`src/rtl/mem_access_pkg.sv`:
```
// Shared definitions for the memory access unit: state encoding and counter width.
package mem_access_pkg;

    localparam int unsigned CNT_W = 4;

    localparam logic [1:0] ST_IDLE = 2'd0;
    localparam logic [1:0] ST_RD   = 2'd1;
    localparam logic [1:0] ST_WR   = 2'd2;
    localparam logic [1:0] ST_DONE = 2'd3;

    typedef enum logic [1:0] {
        S_IDLE = ST_IDLE,
        S_RD   = ST_RD,
        S_WR   = ST_WR,
        S_DONE = ST_DONE
    } state_e;

    // IDLE and DONE both accept new requests and register loads.
    function automatic logic is_accepting(input state_e s);
        return (s == S_IDLE) || (s == S_DONE);
    endfunction

endpackage

```
`src/rtl/mem_access_unit_lat_counter.sv`:
```
// Loadable down-counter; zero is registered and always reflects the held count.
module lat_counter #(
    parameter int unsigned CNT_W = 4
) (
    input  logic             Clock,
    input  logic             Reset,
    input  logic             load,
    input  logic [CNT_W-1:0] load_val,
    input  logic             en,
    output logic             zero
);

    logic [CNT_W-1:0] cnt_q;
    logic [CNT_W-1:0] cnt_d;

    // Load has priority; decrement saturates at zero.
    always_comb begin
        cnt_d = cnt_q;
        if (load) begin
            cnt_d = load_val;
        end else if (en && (cnt_q != '0)) begin
            cnt_d = cnt_q - CNT_W'(1);
        end
    end

    always_ff @(posedge Clock) begin
        if (Reset) begin
            cnt_q <= '0;
            zero  <= 1'b1;
        end else begin
            cnt_q <= cnt_d;
            zero  <= (cnt_d == '0);
        end
    end

endmodule

```
`src/rtl/mem_access_unit.sv`:
```
// MAR/MDR owner that sequences reads and writes to a synchronous RAM with
// a configurable read latency and a busy/done handshake.
module mem_access_unit
    import mem_access_pkg::*;
#(
    parameter int unsigned DATA_W  = 32,
    parameter int unsigned ADDR_W  = 9,
    parameter int unsigned MEM_LAT = 1
) (
    input  logic              Clock,
    input  logic              Reset,
    input  logic [DATA_W-1:0] bus_in,
    input  logic              MARin,
    input  logic              MDRin,
    input  logic              Read,
    input  logic              write,
    output logic [DATA_W-1:0] mdr_q,
    output logic [ADDR_W-1:0] mar_q,
    output logic              busy,
    output logic              done,
    output logic              conflict,
    output logic [ADDR_W-1:0] mem_addr,
    output logic [DATA_W-1:0] mem_wdata,
    output logic              mem_re,
    output logic              mem_we,
    input  logic [DATA_W-1:0] mem_rdata
);

    state_e state_q;
    logic   cnt_load;
    logic   cnt_en;
    logic   cnt_zero;

    assign cnt_load  = is_accepting(state_q) && Read && !write;
    assign cnt_en    = (state_q == S_RD);
    assign mem_addr  = mar_q;
    assign mem_wdata = mdr_q;

    lat_counter #(
        .CNT_W (CNT_W)
    ) u_lat (
        .Clock    (Clock),
        .Reset    (Reset),
        .load     (cnt_load),
        .load_val (CNT_W'(MEM_LAT - 1)),
        .en       (cnt_en),
        .zero     (cnt_zero)
    );

    // Outputs are registered from the state being entered, so they align with it.
    always_ff @(posedge Clock) begin
        if (Reset) begin
            state_q  <= S_IDLE;
            mar_q    <= '0;
            mdr_q    <= '0;
            busy     <= 1'b0;
            done     <= 1'b0;
            conflict <= 1'b0;
            mem_re   <= 1'b0;
            mem_we   <= 1'b0;
        end else begin
            busy     <= 1'b0;
            done     <= 1'b0;
            conflict <= 1'b0;
            mem_re   <= 1'b0;
            mem_we   <= 1'b0;
            case (state_q)
                S_IDLE, S_DONE: begin
                    if (MARin) begin
                        mar_q <= bus_in[ADDR_W-1:0];
                    end
                    if (MDRin) begin
                        mdr_q <= bus_in;
                    end
                    // A simultaneous read and write resolves to the write.
                    if (write) begin
                        state_q  <= S_WR;
                        busy     <= 1'b1;
                        mem_we   <= 1'b1;
                        conflict <= Read;
                    end else if (Read) begin
                        state_q <= S_RD;
                        busy    <= 1'b1;
                        mem_re  <= 1'b1;
                    end else begin
                        state_q <= S_IDLE;
                    end
                end
                S_RD: begin
                    if (cnt_zero) begin
                        mdr_q   <= mem_rdata;
                        state_q <= S_DONE;
                        done    <= 1'b1;
                    end else begin
                        busy   <= 1'b1;
                        mem_re <= 1'b1;
                    end
                end
                S_WR: begin
                    state_q <= S_DONE;
                    done    <= 1'b1;
                end
                default: begin
                    state_q <= S_IDLE;
                end
            endcase
        end
    end

endmodule

```
`config.mk`:
```
export PLATFORM = sky130hd
export DESIGN_NAME = mem_access_unit
export DESIGN_NICKNAME = d
export VERILOG_FILES = /design/src/rtl/mem_access_pkg.sv /design/src/rtl/mem_access_unit_lat_counter.sv /design/src/rtl/mem_access_unit.sv
export SDC_FILE = /design/constraint.sdc
export NUM_CORES = 1
export LEC_CHECK = 0
export BUFFER_PORTS_ARGS = -buffer_cell sky130_fd_sc_hd__buf_4
export CORE_ASPECT_RATIO = 1.5
export CORE_UTILIZATION = 40
export CTS_CLUSTER_SIZE = 25
export DETAILED_ROUTE_END_ITERATION = 12
export PLACE_DENSITY_LB_ADDON = 0.12
export SLEW_MARGIN = 0
export SYNTH_ARGS = -nofsm -noshare
export SYNTH_HDL_FRONTEND = slang
export SYNTH_SLANG_ARGS = --single-unit
```
`constraint.sdc`:
```
create_clock -name Clock -period 2.1 [get_ports Clock]
set_clock_uncertainty 0.2 [all_clocks]
set_input_delay 0.21 -clock Clock [delete_from_list [all_inputs] [get_ports Clock]]
set_output_delay 0.21 -clock Clock [all_outputs]
set_load 0.05 [all_outputs]
```
==> flow_metrics.env <==
export IMPL_path_class="flop to flop"
export IMPL_max_freq_mhz=523
export IMPL_synthesis_nets=407
export IMPL_avgViaCountPerCell=5.45
export IMPL_clock_latency_ns=0.30
export IMPL_dieArea_um2=7610
export IMPL_clockRootBuffer="clkbuf_8"
export IMPL_yosys_warnings=0
export IMPL_path_max_fanout=15
export IMPL_n_antenna_cell=0
export IMPL_die_y_um=106
export IMPL_first_pass_iters=4
export IMPL_grt_antenna_before_repair=0
export IMPL_cp_data_required_time_ns=2.07
export IMPL_clk_pin_slew_ns=0.10
export IMPL_die_w_um=71.5
export IMPL_synth_area_leader_cell="dfxtp_1"
export IMPL_p_leak_nw=1.80
export IMPL_final_nets=518
export IMPL_final_area_um2=4060
export IMPL_setup_tns_ns=0
export IMPL_irDropWorstVdd_mv=0.523
export IMPL_min_period_ns=1.91
export IMPL_area_growth_syn_to_layout_pct=40.1
export IMPL_synth_edf_count=0
export IMPL_num_rows=37
export IMPL_overflow=0
export IMPL_drv_slew=0
export IMPL_max_cap_viol_count=0
export IMPL_postRouteAntennaNets=0
export IMPL_vias=2857
export IMPL_synth_cells=334
export IMPL_drtIter0Drc=211
export IMPL_htreeDepth=2
export IMPL_clockBufferDepth=2
export IMPL_rsz0062_at_grt="false"
export IMPL_critPathLaunchType="flop"
export IMPL_yosys_top_cells_area="dfxtp_1 37%, buf_4 11%, a31oi_1 6.9%"
export IMPL_coreArea_um2=6940
export IMPL_hold_path_class="input port to flop"
export IMPL_yosysSeqAreaShare_pct=36.6
export IMPL_drive_above_1_share_pct=43.9
export IMPL_syn_area_um2=2900
export IMPL_end_kind="flop"
export IMPL_status="completed"
export IMPL_io_pins=157
export IMPL_wire_per_inst_um=15.6
export IMPL_start_util_pct=41.8
export IMPL_grt_max_degree=49
export IMPL_async_reset_ff_share_pct=0
export IMPL_worst_hold_slack_ns=0.0312
export IMPL_grt_pass1_vias=2765
export IMPL_track_usage_pct=21.2
export IMPL_cts_made_buffers=5
export IMPL_finalHoldViolCount=0
export IMPL_yosysUniqueCellTypes=32
export IMPL_place_detailed_hpwl_um=5840
export IMPL_max_slew_worst_pin_slew_ns=0.524
export IMPL_cts_tree="yes"
export IMPL_power_density_nw_per_um2=1010
export IMPL_place_gp_congestion=0.764
export IMPL_postCtsSetupBuffers=0
export IMPL_critical_path_arrival_ns=1.88
export IMPL_fin_crit_sh_pct=91.0
export IMPL_cts_sinks=53
export IMPL_drc=0
export IMPL_ys_flop_type="dfxtp_1"
export IMPL_fill_cells=649
export IMPL_syn_area_per_cell_um2=8.69
export IMPL_placed_cell_area_um2=3830
export IMPL_synth_seq_cells=53
export IMPL_synth_top_cell_area_share_pct=36.6
export IMPL_drt_total_wl_um=8160
export IMPL_grt_pass1_wl_um=13000
export IMPL_setup_viol_count_final=0
export IMPL_relSlewSlack_pct=65.0
export IMPL_io_buffers=156
==> cell usage in the layout (no fill, tap or decap) <==
master / instances
a211oi_1: 2
a21o_1: 1
a21oi_1: 15
a221oi_1: 1
a31oi_1: 32
a41o_1: 1
and2_1: 1
buf_12: 4
buf_4: 164
bufinv_16: 1
clkbuf_1: 1
clkbuf_8: 6
dfxtp_1: 53
dlygate4sd3_1: 11
ha_1: 2
ha_2: 1
inv_1: 7
inv_2: 1
mux2_1: 16
mux2_2: 16
mux2i_1: 1
nand2_1: 14
nand2b_1: 2
nand3_1: 9
nor2_1: 4
nor2b_1: 2
nor2b_2: 1
nor2b_4: 1
nor3_1: 34
nor3b_1: 1
nor4_1: 32
nor4b_2: 1
o21ai_0: 3
o32ai_1: 1
or3_1: 3
xor2_1: 1
==> registers in the layout (all words and copies together), names as in the netlist, 2 cells and up <==
name,cells
u_lat.cnt_q,4
mar_q,9
mdr_q,32
state_q,2
==> path summary, 6_finish.rpt <==
check	slack (ns)	from	cells after the start	endpoint
worst max-delay path	0.19	state_q[1]$_SDFFE_PP0P_	6	mdr_q[29]$_SDFFE_PP0P_
worst min-delay path	0.03	MARin	3	mar_q[6]$_SDFFE_PP0P_
worst max register to register	0.19	state_q[1]$_SDFFE_PP0P_	6	mdr_q[29]$_SDFFE_PP0P_
worst min register to register	0.27	mar_q[8]$_SDFFE_PP0P_	2	mar_q[8]$_SDFFE_PP0P_
==> logic make-up after synthesis <==
logic type	count (synthesis)	synth area share [%]
buffers and inverters	83	17.8
multiplexers	33	12.8
adder cells (fa/ha/maj)	3	1.29
AND/OR/NAND/NOR	105	19.6
AO/OA/AOI/OAI	56	11.7
XOR/XNOR	1	0.302
flip-flops	53	36.6
==> where the power goes <==
| part | switching, W | total [W] | internal (W) |
|---|---|---|---|
| combinational | 0.00139 | 0.00210 | 0.000709 |
| sequential | 0.000120 | 0.00127 | 0.00115 |
| clock | 0.000329 | 0.000718 | 0.000389 |
==> Yosys cell counts, types with 2 or more instances <==
library cell and count:
mux2_1 16, nand2_1 14, dfxtp_1 53, nor4_1 32
nand2b_1 2, inv_1 7, buf_1 2, o21ai_0 3
nor2_1 4, buf_6 3, buf_2 19, or3_1 3
mux2_2 16, nand3_1 9, nor2b_1 4, a21oi_1 15
ha_1 3, clkbuf_1 9, a31oi_1 32, buf_4 42
nor3_1 34, a211oi_1 2
==> critical path, stage by stage (launching register included) <==
cell and delay [ns]:
dfxtp_1 0.34, inv_1 0.06, ha_2 0.34, buf_12 0.19, mux2_2 0.35, nor4_1 0.21
nor3_1 0.08
==> per-stage QoR <==
step / setup WS (ns) / power (W) / instances / utilization [%]
2_1_floorplan: 0.326 / 0.00288 / 334 / -
3_3_place_gp: 0.150 / 0.00336 / 505 / 55.2
3_5_place_dp: 0.0963 / 0.00338 / 505 / 55.2
4_1_cts: 0.0405 / 0.00411 / 524 / 58.5
5_1_grt: 0.0453 / 0.00427 / 524 / 58.5
6_report: 0.189 / 0.00409 / 524 / 58.5
==> metal layers <==
metal / global-route usage (%) / vias up / part of all wire [%]
met1: 24.7 / 1352 / 40
met5: 0 / - / 0
met2: 40.3 / 97 / 54
met3: 2.94 / 5 / 5.1
li1: - / 1403 / -
met4: 4.76 / 0 / 0.77
==> area by class of cell <==
type / count / area (um^2) / share of cell area, %
timing repair buffer: 179 / 1420 / 35.0
multi-input combinational: 198 / 1340 / 32.9
sequential: 53 / 1060 / 26.1
tap: 78 / 97.6 / 2.40
clock buffer: 7 / 86.3 / 2.12
clock inverter: 1 / 30.0 / 0.739
inverter: 8 / 30.0 / 0.739
==> repair_timing <==
item,4_1_cts,5_1_grt
hold buffers,11,0
gates resized for setup,0,1
endpoints found under the hold margin,11,0
endpoints found under the setup margin,0,16
No activity file was read; power rests on OpenSTA's default activity.
